==> config.mk <==
export PLATFORM = sky130hd
export DESIGN_NAME = hptdc_usb_reader
export DESIGN_NICKNAME = d
export VERILOG_FILES = /design/src/rtl/hptdc_usb_reader.sv
export SDC_FILE = /design/constraint.sdc
export NUM_CORES = 1
export LEC_CHECK = 0
export BUFFER_PORTS_ARGS = -buffer_cell sky130_fd_sc_hd__buf_2
export CORE_MARGIN = 4
export CORE_UTILIZATION = 35
export DETAILED_ROUTE_END_ITERATION = 8
export PLACE_DENSITY = 0.53
export SYNTH_ARGS = -nofsm -noshare
export SYNTH_HDL_FRONTEND = slang
export SYNTH_SLANG_ARGS = --single-unit
export TNS_END_PERCENT = 10
==> constraint.sdc <==
create_clock -name clk -period 2.42 [get_ports clk]
set_input_delay 0.363 -clock clk [delete_from_list [all_inputs] [get_ports clk]]
set_output_delay 0.363 -clock clk [all_outputs]
set_load 0.005 [all_outputs]
==> src/rtl/hptdc_usb_reader.sv <==
// Purpose : drain 32-bit HPTDC hit words from the capture FIFO and send each one
//           as bytes (LSB byte first) to an FT-style synchronous USB FIFO bridge.
// Latency : REQ until fifo_output_ready, then one SEND cycle per accepted byte.
//           usb_wr_n/usb_data are registered, so each write shows one cycle later.
// Backpr. : usb_txe_n=1 holds the current byte with no timeout. Only REQ can time out.
//
// Ports:
//   clk, rst_n             clock and asynchronous active-low reset
//   enable                 allows new word fetches; a word already in flight always finishes
//   fifo_empty, fifo_data,
//   fifo_output_ready      capture FIFO read side (output_ready pulses while data is valid)
//   fifo_read_enable       read strobe to the capture FIFO (the only combinational output)
//   usb_txe_n              0 = bridge can accept a byte this cycle
//   usb_wr_n, usb_data     registered byte write to the bridge
//   busy                   high whenever the reader is not idle
//   error                  sticky fetch timeout; only reset clears it
//   words_sent             count of fully sent words, wraps
module hptdc_usb_reader #(
    parameter int DATA_WIDTH = 32,
    parameter int BYTE_WIDTH = 8,
    parameter int TIMEOUT    = 16
) (
    input  logic                  clk,
    input  logic                  rst_n,
    input  logic                  enable,
    input  logic                  fifo_empty,
    output logic                  fifo_read_enable,
    input  logic [DATA_WIDTH-1:0] fifo_data,
    input  logic                  fifo_output_ready,
    input  logic                  usb_txe_n,
    output logic                  usb_wr_n,
    output logic [BYTE_WIDTH-1:0] usb_data,
    output logic                  busy,
    output logic                  error,
    output logic [31:0]           words_sent
);

    localparam int NBYTES = DATA_WIDTH / BYTE_WIDTH;
    localparam int IDX_W  = (NBYTES > 1) ? $clog2(NBYTES) : 1;
    localparam int TMO_W  = $clog2(TIMEOUT + 1);

    typedef enum logic [1:0] {
        IDLE = 2'd0,
        REQ  = 2'd1,
        SEND = 2'd2
    } state_t;

    state_t                              state, state_nxt;
    logic [IDX_W-1:0]                    byte_idx, byte_idx_nxt;
    logic [DATA_WIDTH-1:0]               word_q, word_nxt;
    logic [TMO_W-1:0]                    tmo_cnt, tmo_nxt, tmo_inc;
    logic                                wr_n_nxt;
    logic [BYTE_WIDTH-1:0]               data_nxt;
    logic                                error_nxt;
    logic [31:0]                         words_nxt;
    logic                                fetch_ok;
    logic                                last_byte;
    logic [NBYTES-1:0][BYTE_WIDTH-1:0]   word_bytes;

    assign word_bytes = word_q;
    assign fetch_ok   = enable & ~fifo_empty;
    assign last_byte  = (byte_idx == IDX_W'(NBYTES - 1));
    assign tmo_inc    = tmo_cnt + 1'b1;

    always_ff @(posedge clk or negedge rst_n) begin
        if (!rst_n) begin
            state      <= IDLE;
            byte_idx   <= '0;
            word_q     <= '0;
            tmo_cnt    <= '0;
            usb_wr_n   <= 1'b1;
            usb_data   <= '0;
            busy       <= 1'b0;
            error      <= 1'b0;
            words_sent <= '0;
        end else begin
            state      <= state_nxt;
            byte_idx   <= byte_idx_nxt;
            word_q     <= word_nxt;
            tmo_cnt    <= tmo_nxt;
            usb_wr_n   <= wr_n_nxt;
            usb_data   <= data_nxt;
            // busy is registered from the next state so it tracks the state register exactly
            busy       <= (state_nxt != IDLE);
            error      <= error_nxt;
            words_sent <= words_nxt;
        end
    end

    always_comb begin
        state_nxt        = state;
        byte_idx_nxt     = byte_idx;
        word_nxt         = word_q;
        tmo_nxt          = tmo_cnt;
        wr_n_nxt         = 1'b1;
        data_nxt         = usb_data;
        error_nxt        = error;
        words_nxt        = words_sent;
        fifo_read_enable = 1'b0;

        case (state)
            IDLE: begin
                if (fetch_ok) begin
                    state_nxt = REQ;
                    tmo_nxt   = '0;
                end
            end

            REQ: begin
                // Keep requesting until the FIFO answers, then drop the strobe in that
                // cycle. A FIFO that defers the read still sees only one pop.
                fifo_read_enable = ~fifo_output_ready;
                if (fifo_output_ready) begin
                    word_nxt     = fifo_data;
                    byte_idx_nxt = '0;
                    state_nxt    = SEND;
                end else if (fifo_empty) begin
                    state_nxt = IDLE;
                end else begin
                    tmo_nxt = tmo_inc;
                    if (tmo_inc == TMO_W'(TIMEOUT)) begin
                        error_nxt = 1'b1;
                        state_nxt = IDLE;
                    end
                end
            end

            SEND: begin
                if (!usb_txe_n) begin
                    wr_n_nxt = 1'b0;
                    data_nxt = word_bytes[byte_idx];
                    if (last_byte) begin
                        byte_idx_nxt = '0;
                        words_nxt    = words_sent + 32'd1;
                        tmo_nxt      = '0;
                        state_nxt    = fetch_ok ? REQ : IDLE;
                    end else begin
                        byte_idx_nxt = byte_idx + 1'b1;
                    end
                end
            end

            default: begin
                state_nxt = IDLE;
            end
        endcase
    end

endmodule

Yosys cells after proc, flatten, opt, wreduce, memory -nomap -nowiden
Cells that the tools add are included. W data, S select, Z words.

Register bits: 84. Bits in latches: 0. Memory bits (writable): 0. Bits in read-only memories: 0. Bits of input ports: 38. Output and inout bits: 44. Logic and storage cells: 60. Memories kept: 0.

$add $sub $neg: 3. Multipliers: 0. Divide/modulo/power cells: 0. $lt $le $gt $ge: 1. Eq/ne operators: 10. Shifts and indexed selects: 0. Multiplexer cells: 23. Bitwise operators: 4. Reductions and logical operators: 10.

Operators with widths (count): $add A32 B1 Y32 const B (1); $mux W5 (5); $mux W2 (9); $bmux W8 S2 (1); $pmux W5 S3 (1); $ne A2 B2 Y1 const B (6); $mux W8 (1); $pmux W2 S3 (1); $reduce_and A3 Y1 (2); $reduce_and A6 Y1 (1); $add A5 B1 Y5 const B (1); $eq A5 B5 Y1 const B (1); $eq A2 B2 Y1 const B (2); $mux W1 (4); $pmux W2 S2 (1); $reduce_and A2 Y1 (2); $reduce_and A4 Y1 (1); $reduce_bool A2 Y1 (2); $lt A2 B3 Y1 const B (1); $not A1 Y1 (3); $reduce_bool A3 Y1 (1); $add A2 B1 Y2 const B (1); $eq A2 B1 Y1 const B (1); $logic_not A2 Y1 (1); $and A1 B1 Y1 (1).

Depth between registers and ports, before layout
Gate-level depths: netlist of the first run.

Depth after elaboration: 7. Depth in mapped cells: 6. Gate-level depth less buffers: 5.

Worst setup path before layout of the first run
OpenSTA, ideal clock, no wires.

Path kind: register -> register. Start: register byte_idx[0]. End: register words_sent[31]. Library setup time: 0.079 ns. Data arrival time: 1.660 ns. Path slack: 0.680 ns. Cell stages (with the launch flop): 7. Path buffers: 1. Period minus slack after synthesis: 1.740 ns. Cell sequence: dfrtp_1 -> ha_1 -> nand2b_1 -> or4_1 -> buf_2 -> nor4_4 -> xor2_1.

Word-level cells in the longest chain between the ends: 2.

Ends and longest elaborated chain: start: declaration (line 49) `logic [IDX_W-1:0] byte_idx, byte_idx_nxt;`; start signal: assignment (line 78) `byte_idx <= byte_idx_nxt;`; $eq A2 B2 Y1 (line 62) `assign last_byte = (byte_idx == IDX_W'(NBYTES - 1));`; $reduce_and A3 Y1 (no line); end signal: assignment (line 86) `words_sent <= words_nxt;`; end: declaration (line 35) `output logic [31:0] words_sent`.

No other way between the ends. A chain may end at the register's enable or synchronous reset.

Worst setup path after layout of the first run
Same ends and word-level chain as after synthesis.

==> flow_summary.json, run 1 <==
{
  "timing.slew.headroom_pct": 63.6,
  "grt.total_usage_pct": 13.3,
  "fp.dieW_um": 112,
  "worst_slew_pin_slew_ps": 545,
  "insertedDiodeCount": 0,
  "holdCritStartpoint": "fifo_data[20]",
  "critical_path.endpoint_type": "flip-flop",
  "finalPower_mw": 4.03,
  "critPathArrivalTime_ps": 2230,
  "synth-edff-count": 0,
  "first_global_vias": 2671,
  "cts_buffers": 9,
  "yosysUniqueCellTypes": 42,
  "max_cap_violations": 0,
  "place_hpwl_mm": 5.57,
  "yosys.area.top_type_share_pct": 55.3,
  "worst_clock_skew_ps": 14.1,
  "max-clock-path-buffers": 2,
  "path_buf_inv": 0,
  "timing.final.setup_violations": 0,
  "finish.cell_count_without_fillers": 513,
  "hold_path.class": "in -> reg",
  "timing.fmax_ghz": 0.511,
  "period_share_pct": 80.9,
  "syn_inst": 280,
  "largest_net_degree_at_the_start_of_global_routing": 37,
  "r2r_setup_slack_ps": 460,
  "floorplan.rows": 37,
  "finalNetCount": 413,
  "dp.cells": 496,
  "route.detailed.wl_per_inst_um": 15.1,
  "synth_most_common_cell": "sky130_fd_sc_hd__dfrtp_1",
  "cp.required_ps": 2690,
  "busiest_layer": "met2",
  "synth_flop_type": "sky130_fd_sc_hd__dfrtp_1",
  "drt.antenna.violating_nets": 0,
  "finalHoldWorstSlack_ps": 230,
  "grtUsageMet1_pct": 16.7,
  "power.density_nw_per_um2": 885,
  "worst_r2r_startpoint": "byte_idx[0]",
  "drt_pass1_iterations": 4,
  "fill_cell_instance_count_of_the_final_layout": 1028,
  "synth_async_sr_flop_share_pct": 100,
  "use_met2_pct": 21.6,
  "synth_fp_nets": 321,
  "synth_largest_area_cell": "sky130_fd_sc_hd__dfrtp_1",
  "postSynthRegisterBits": 84,
  "die_height_um": 112,
  "run_status": "finished, final reports clean",
  "fin_ws_ps": 463,
  "drc": 0,
  "multi_input_area_sq_um": 1600,
  "core_area_sq_um": 10400,
  "timing_max_transition_violations_final": 0,
  "final_hold_viol_count": 0,
  "drt_first_iter_violations": 87,
  "cts_tree": "done",
  "timing.setup.tns_ps": 0,
  "clk_transition_reported_paths_ps": 100,
  "die_area_sq_um": 12400,
  "via_count": 2497,
  "synthTopCellsByArea": "sky130_fd_sc_hd__dfrtp_1, sky130_fd_sc_hd__mux2_2, sky130_fd_sc_hd__mux4_2",
  "path_delay_family": "simple AND/OR/NAND/NOR gates",
  "ir_worst_vdd_uv": 397,
  "start_util_pct": 36.2,
  "pleak_nw": 2.19,
  "cts_max_level": 3,
  "gp_congestion": 0.746,
  "critical_path_peak_fanout": 6,
  "sequential_cell_area_sq_um": 2100,
  "crit-reg2reg-capture": "words_sent[31]",
  "floorplan.io_pins": 82,
  "pre_cts_ws_ps": 481,
  "groute.layer.met3.usage_pct": 4.24,
  "crit_path_top_delay_cell": "sky130_fd_sc_hd__or4_1",
  "r2r.worst_path.cells": 5,
  "cts_repair_resize_count": 0,
  "clock_sink_count": 84,
  "syn_area_per_cell_sq_um": 13.4,
  "path_cells": "ha_1, nand2b_1, or4_1, nor4_4, xor2_1",
  "synthesis.yosys.warnings": 0,
  "yosys-top-cells-count": "sky130_fd_sc_hd__dfrtp_1, sky130_fd_sc_hd__mux2_2, sky130_fd_sc_hd__nand3_1, sky130_fd_sc_hd__xnor2_1",
  "timing.critical_path.from_type": "flip-flop",
  "worstSetupStartpoint": "byte_idx[0]",
  "post_route_cells_drive_above_1_share_pct": 44.0,
  "worst_setup_path_type": "reg -> reg",
  "proportion_of_synthesized_chip_area_in_sequential_cells_pct": 56.0,
  "final_period_minus_worst_setup_slack_ps": 1960,
  "setup_repair_after_global_routing_missed_its_margin": "no",
  "first_pass_grt_wire_length_mm": 13.5,
  "flow.area_growth_from_synthesis_pct": 21.3,
  "port-buffer-count": 81,
  "synthesis.area_sq_um": 3750,
  "insertion_delay_ps": 350,
  "finalWirelength_mm": 7.77,
  "min_path_cells": 2,
  "clockRootBuffer": "sky130_fd_sc_hd__clkbuf_8",
  "grt_antenna_before_repair": 0,
  "globalRoute.totalOverflow": 0,
  "whs_endpoint": "word_bytes[20]",
  "avgViaCountPerCell": 4.87,
  "critical_path.max_stage_delay_ps": 720
}
## layout by cell type, fill, tap and decap left out, types with 2 or more instances in the layout
cell	Yosys	routed
sky130_fd_sc_hd__a22o_1	3	3
sky130_fd_sc_hd__and3_1	4	4
sky130_fd_sc_hd__and4_1	2	2
sky130_fd_sc_hd__buf_2	4	80
sky130_fd_sc_hd__buf_4	0	10
sky130_fd_sc_hd__clkbuf_8	0	9
sky130_fd_sc_hd__clkinvlp_4	0	2
sky130_fd_sc_hd__dfrtp_1	83	83
sky130_fd_sc_hd__ha_1	3	3
sky130_fd_sc_hd__inv_1	3	3
sky130_fd_sc_hd__inv_6	0	3
sky130_fd_sc_hd__inv_8	0	2
sky130_fd_sc_hd__mux2_2	43	43
sky130_fd_sc_hd__mux4_2	8	8
sky130_fd_sc_hd__nand2_1	14	14
sky130_fd_sc_hd__nand2b_1	4	4
sky130_fd_sc_hd__nand3_1	19	19
sky130_fd_sc_hd__nand3b_1	3	3
sky130_fd_sc_hd__nand4_1	6	6
sky130_fd_sc_hd__nand4b_1	2	2
sky130_fd_sc_hd__nor2_1	8	8
sky130_fd_sc_hd__nor3_1	4	4
sky130_fd_sc_hd__nor4_1	5	5
sky130_fd_sc_hd__nor4_2	4	4
sky130_fd_sc_hd__xnor2_1	19	19
sky130_fd_sc_hd__xor2_1	14	14
## final cells by class
cell class,instances,area share (%)
sequential,84,46.2
timing repair buffer,91,10.7
clock inverter,7,1.40
inverter,3,0.247
clock buffer,9,2.72
multi-input combinational,183,35.1
tap,136,3.74
## report_power, final
group          switching [mW]  leakage [nW]  total, mW  internal, mW
logic                   0.380          1.02       1.03         0.654
registers               0.222          1.08       2.03          1.80
clock network           0.572        0.0907      0.971         0.398
total                    1.17          2.19       4.03          2.86
## layer usage
layer	up-vias	wire [um]
met5	-	0
li1	1197	-
met4	0	53
met1	1234	3500
met2	62	3710
met3	4	509
## repair_timing
item / 4_1_cts / 5_1_grt
hold endpoints to repair: 29 / 0
buffers inserted: 0 / 0
hold buffers: 1 / 0
## worst register-to-register path, cell delays in order, from the launching register on
cell and delay, ps:
sky130_fd_sc_hd__dfrtp_1 360, sky130_fd_sc_hd__ha_1 250, sky130_fd_sc_hd__nand2b_1 130, sky130_fd_sc_hd__or4_1 720, sky130_fd_sc_hd__nor4_4 270, sky130_fd_sc_hd__xor2_1 160
## metrics by stage
step,utilization (%),area [sq um]
6_report,43.9,4560
5_1_grt,43.9,4560
4_1_cts,43.9,4560
3_5_place_dp,42.0,4360
3_3_place_gp,42.0,4360
2_1_floorplan,-,3750
## worst max-delay path by stage
stage / end / slack [ps] / cells after the start
after detailed placement: words_sent[31] / 480 / 5
final: words_sent[31] / 460 / 5
after global placement: words_sent[31] / 520 / 5
after floorplan: words_sent[31] / 680 / 6
after global routing: words_sent[21] / 270 / 5
after CTS: words_sent[31] / 450 / 5
## kinds of logic after synthesis
logic type               Yosys count  synth area share, %
buffers and inverters             13                 1.43
AND/OR/NAND/NOR                   84                 13.6
flip-flops                        84                 56.0
multiplexers                      52                 18.0
adder cells (fa/ha/maj)            3                 1.00
AO/OA/AOI/OAI                     11                 2.27
XOR/XNOR                          33                 7.70
## flip-flops by register name, indices dropped and copies added (netlist names)
signal	count
state	2
tmo_cnt	5
usb_wr_n	1
word_bytes	32
busy	1
words_sent	32
byte_idx	2
error	1
usb_data	8
(Power assumes the default switching activity.)
==> run 2, diff against run 1 <==
- PLACE_DENSITY: 0.53 -> 0.56
- clock period: 2.42 -> 1.7 ns (I/O delays scaled with it)
==> run 2 against run 1 <==
Critical endpoint is now words_sent[24]. Clock power rose by 68%. Die area is the same. Worst hold slack got worse by 99 ps. Sequential cell count unchanged. Wire length rose by 3.3%. Critical path depth unchanged. Global-route usage increased by 0.084 points. Sequential share of layout area fell by 2.9 points.
==> flow_summary.json, run 2 (synthesis results as in run 1) <==
{
  "cts_max_level": 3,
  "timing.critical_path.from_type": "flip-flop",
  "ir_worst_vdd_uv": 661,
  "finalHoldWorstSlack_ps": 131,
  "timing.final.setup_violations": 0,
  "critical_path.max_stage_delay_ps": 400,
  "critical_path.endpoint_type": "flip-flop",
  "clk_transition_reported_paths_ps": 90,
  "worst_slew_pin_slew_ps": 425,
  "globalRoute.totalOverflow": 0,
  "cts_tree": "done",
  "final_core_utilization_pct": 46.9,
  "most-common-layout-cells": "sky130_fd_sc_hd__dfrtp_1, sky130_fd_sc_hd__buf_2, sky130_fd_sc_hd__mux2_2, sky130_fd_sc_hd__buf_4",
  "insertedDiodeCount": 0,
  "clock_sink_count": 84,
  "largest_net_degree_at_the_start_of_global_routing": 37,
  "die_area_sq_um": 12400,
  "timing.slew.headroom_pct": 71.6,
  "timing.fmax_ghz": 0.594,
  "pre_cts_ws_ps": -73.6,
  "path_cells": "ha_4, nand4b_1, or3_4, nor4_1, xor2_1",
  "via_count": 2600,
  "finalNetCount": 434,
  "critPathArrivalTime_ps": 1960,
  "first_pass_grt_wire_length_mm": 13.6,
  "start_util_pct": 36.2,
  "finalWirelength_mm": 8.03,
  "crit_path_top_delay_cell": "sky130_fd_sc_hd__dfrtp_1",
  "floorplan.io_pins": 82,
  "final_period_minus_worst_setup_slack_ps": 1680,
  "worst_setup_path_type": "reg -> reg",
  "place_hpwl_mm": 5.86,
  "fin_ws_ps": 16.0,
  "timing_max_transition_violations_final": 0,
  "max_cap_violations": 0,
  "fill_cell_instance_count_of_the_final_layout": 998,
  "clockRootBuffer": "sky130_fd_sc_hd__clkbuf_8",
  "finish.cell_count_without_fillers": 534,
  "core_area_sq_um": 10400,
  "cts_buffers": 9,
  "cp.required_ps": 1970,
  "max-clock-path-buffers": 2,
  "drc": 0,
  "final_hold_viol_count": 0,
  "avgViaCountPerCell": 4.87,
  "drt_first_iter_violations": 141,
  "die_height_um": 112,
  "power.density_nw_per_um2": 1260,
  "insertion_delay_ps": 350,
  "drt_pass1_iterations": 4,
  "port-buffer-count": 81,
  "final_common_cell": "sky130_fd_sc_hd__dfrtp_1",
  "run_status": "finished, final reports clean",
  "drt.antenna.violating_nets": 0,
  "finalPower_mw": 6.11,
  "grt_antenna_before_repair": 0,
  "grt.total_usage_pct": 13.3,
  "flow.area_growth_from_synthesis_pct": 29.5,
  "period_share_pct": 99.1,
  "post_route_cells_drive_above_1_share_pct": 48.7,
  "critical_path_peak_fanout": 5,
  "floorplan.rows": 37,
  "route.detailed.wl_per_inst_um": 15.0,
  "worst_clock_skew_ps": 13.6,
  "first_global_vias": 2733,
  "fp.dieW_um": 112,
  "dp.cells": 516,
  "pleak_nw": 2.37,
  "hold_path.class": "in -> reg",
  "gp_congestion": 0.751,
  "setup_repair_after_global_routing_missed_its_margin": "yes"
}
[run 2: through the flow]
step	TNS (ps)	cell area [sq um]
2_1_floorplan	0	3760
3_3_place_gp	-23.9	4550
3_5_place_dp	-159	4550
4_1_cts	-89.8	4800
5_1_grt	-207	4860
6_report	0	4860
[run 2: final timing paths]
path                          startpoint             end  slack, ps  cells past startpoint
hold / removal             fifo_data[13]  word_bytes[13]        130                      2
hold reg to reg                    error           error        470                      1
setup / recovery             byte_idx[0]  words_sent[24]         20                      5
min in group asynchronous          rst_n  words_sent[21]        380                      2
setup reg to reg             byte_idx[0]  words_sent[24]         20                      5
max in group asynchronous          rst_n        usb_wr_n        750                      3
[run 2: where the power goes]
group | internal, mW | leakage (nW) | switching, mW
clock | 0.883 | 0.115 | 0.751
sequential | 2.57 | 1.08 | 0.300
combinational | 1.02 | 1.18 | 0.591
total | 4.47 | 2.37 | 1.64
[run 2: layer usage]
metal | vias up | routed length [um] | global-route usage [%]
li1 | 1243 | - | -
met1 | 1282 | 3570 | 17.0
met2 | 70 | 3890 | 21.7
met3 | 5 | 529 | 4.67
met4 | 0 | 39 | 3.65
met5 | - | 0 | 0
[run 2: worst max-delay path, delay by kind of cell (launching register included)]
family | cells | cell delay, ps
fa+ha+maj | 1 | 180
flops | 1 | 400
xor+xnor | 1 | 170
simple gates | 3 | 860
[run 2: repair_timing]
action | 4_1_cts | 5_1_grt
hold buffers | 1 | 0
setup endpoints to repair | 10 | 14
resized for setup | 1 | 9
setup buffers | 0 | 1
pin swaps | 1 | 0
hold endpoints to repair | 28 | 0
[run 2: cell type report]
| type | count | area, sq um | share of cell area (%) |
|---|---|---|---|
| Sequential cell | 84 | 2100 | 43.3 |
| Clock inverter | 6 | 96.3 | 1.98 |
| Clock buffer | 10 | 138 | 2.83 |
| Multi-Input combinational cell | 183 | 1660 | 34.2 |
| Timing Repair Buffer | 112 | 681 | 14.0 |
| Tap cell | 136 | 170 | 3.50 |
| Inverter | 3 | 11.3 | 0.232 |
==> run 3, diff against run 2 <==
- BUFFER_PORTS_ARGS: -buffer_cell sky130_fd_sc_hd__buf_2 -> default
- CTS_CLUSTER_DIAMETER: default -> 60
- DONT_BUFFER_PORTS: default -> 1
- PLACE_DENSITY: 0.56 -> 0.49
==> run 3 against run 2 <==
Power fell by 7.2%. Sequential cell count did not move. Non-clock buffer count fell by 75. Die area did not move. Core utilization fell by 4.2 points. Count of clock-buffer cells in the layout did not move. Worst setup slack improved by 24 ps. The run now ends with hold timing left. Final cell count fell by 14%. Combinational power fell by 14%. Critical path depth did not move. Register-to-register slack improved by 20 ps. First-iteration DRC count fell by 57%.
==> flow_summary.json, run 3 (synthesis results as in run 1) <==
{
  "use_met2_pct": 21.0,
  "finish.cell_count_without_fillers": 459,
  "insertion_delay_ps": 360,
  "via_count": 2332,
  "finalWirelength_mm": 7.92,
  "cts_max_level": 3,
  "die_height_um": 112,
  "critical_path_peak_fanout": 4,
  "ir_worst_vdd_uv": 656,
  "timing_max_transition_violations_final": 0,
  "final_period_minus_worst_setup_slack_ps": 1660,
  "worst_slew_pin_slew_ps": 557,
  "final_hold_viol_count": 84,
  "cp.required_ps": 1990,
  "busiest_layer": "met2",
  "timing.fmax_ghz": 0.602,
  "most-common-layout-cells": "sky130_fd_sc_hd__dfrtp_1, sky130_fd_sc_hd__mux2_2, sky130_fd_sc_hd__buf_4, sky130_fd_sc_hd__nand3_1, sky130_fd_sc_hd__xnor2_1",
  "worst_setup_path_type": "reg -> reg",
  "crit-reg2reg-capture": "words_sent[28]",
  "clk_transition_reported_paths_ps": 80,
  "dp.cells": 441,
  "timing.critical_path.from_type": "flip-flop",
  "setup_repair_after_global_routing_missed_its_margin": "yes",
  "pleak_nw": 2.01,
  "critPathArrivalTime_ps": 1950,
  "worst_r2r_startpoint": "words_sent[0]",
  "drc": 0,
  "finalNetCount": 359,
  "cts_buffers": 9,
  "place_hpwl_mm": 5.51,
  "first_global_vias": 2412,
  "groute.layer.met3.usage_pct": 5.98,
  "insertedDiodeCount": 0,
  "grt.total_usage_pct": 13.1,
  "drt_first_iter_violations": 60,
  "die_area_sq_um": 12400,
  "flow.area_growth_from_synthesis_pct": 17.9,
  "fill_cell_instance_count_of_the_final_layout": 978,
  "first_pass_grt_wire_length_mm": 12.8,
  "route.detailed.wl_per_inst_um": 17.2,
  "clock_sink_count": 84,
  "period_share_pct": 97.7,
  "post_dp_cell_area_sq_um": 4160,
  "drt_pass1_iterations": 4,
  "pre_cts_ws_ps": -54.7,
  "core_area_sq_um": 10400,
  "power.density_nw_per_um2": 1280,
  "failed_checks": "hold timing",
  "cts_tree": "done",
  "final_common_cell": "sky130_fd_sc_hd__dfrtp_1",
  "hold_path.class": "in -> async",
  "avgViaCountPerCell": 5.08,
  "fp.dieW_um": 112,
  "post_route_cells_drive_above_1_share_pct": 37.2,
  "max_cap_violations": 0,
  "floorplan.rows": 37,
  "critical_path.endpoint_type": "flip-flop",
  "gp_congestion": 0.695,
  "start_util_pct": 36.2,
  "globalRoute.totalOverflow": 0,
  "max-clock-path-buffers": 2,
  "run_status": "finished with violations",
  "final_area_sq_um": 4430,
  "path_cells": "ha_1, nand4b_1, or3_4, nor4_4, xor2_1",
  "fin_ws_ps": 39.7,
  "grt_antenna_before_repair": 0,
  "grtUsageMet1_pct": 15.0,
  "crit_path_top_delay_cell": "sky130_fd_sc_hd__or3_4",
  "worst_clock_skew_ps": 5.93,
  "drt.antenna.violating_nets": 0,
  "largest_net_degree_at_the_start_of_global_routing": 85,
  "r2r.worst_path.cells": 5,
  "cp-endpoint": "words_sent[28]",
  "timing.slew.headroom_pct": 62.6,
  "worstSetupStartpoint": "words_sent[0]",
  "finalHoldWorstSlack_ps": -417,
  "timing.final.setup_violations": 0,
  "floorplan.io_pins": 82,
  "clockRootBuffer": "sky130_fd_sc_hd__clkbuf_8",
  "r2r_setup_slack_ps": 40,
  "port-buffer-count": 0,
  "critical_path.max_stage_delay_ps": 410
}
==> run 3: metal layers <==
layer / wire, um / up-vias
li1: - / 1086
met1: 3250 / 1163
met2: 3820 / 69
met3: 671 / 14
met4: 166 / 0
met5: 0 / -
==> run 3: power breakdown <==
group	internal [mW]	switching (mW)
Combinational	0.913	0.471
Sequential	2.57	0.336
Clock	0.667	0.718
==> run 3: worst min path at each step <==
| stage | endpoint | depth (start not counted) |
|---|---|---|
| 6_report | words_sent[26] | 0 |
| 5_1_grt | words_sent[17] | 0 |
| 4_1_cts | words_sent[17] | 0 |
| 3_5_place_dp | words_sent[26] | 0 |
| 3_3_place_gp | words_sent[26] | 0 |
| 2_1_floorplan | busy | 0 |
==> run 3: cell type report <==
class                      count  area (sq um)  area share, %
clock inverter                 6          55.1           1.24
timing repair buffer          37           290           6.56
clock buffer                  10           128           2.88
sequential                    84          2100           47.5
tap                          136           170           3.84
multi-input combinational    183          1670           37.7
inverter                       3          11.3          0.254
==> run 3: worst max-delay path: cells and delay by family, from the launching register on <==
kind,cells,cell delay (ps)
AND/OR/NAND/NOR,3,840
flip-flops,1,390
adder cells (fa/ha/maj),1,200
XOR/XNOR,1,160
==> run 3: what timing repair did <==
item	CTS	global route
endpoints found under the hold margin	84	84
cloned	0	0
gates resized for setup	1	10
setup buffers	0	2
pin swaps	0	1
endpoints found under the setup margin	10	13
==> run 3: metrics by stage <==
stage / utilization (%) / TNS [ps] / hold slack [ps] / power, mW
6_report: 42.7 / 0 / -417 / 5.68
3_5_place_dp: 40.1 / -166 / -37.0 / 4.34
4_1_cts: 41.9 / -199 / -444 / 5.76
2_1_floorplan: - / 0 / -40.6 / 3.92
3_3_place_gp: 40.1 / -68.1 / -37.0 / 4.30
5_1_grt: 42.7 / -103 / -446 / 6.06
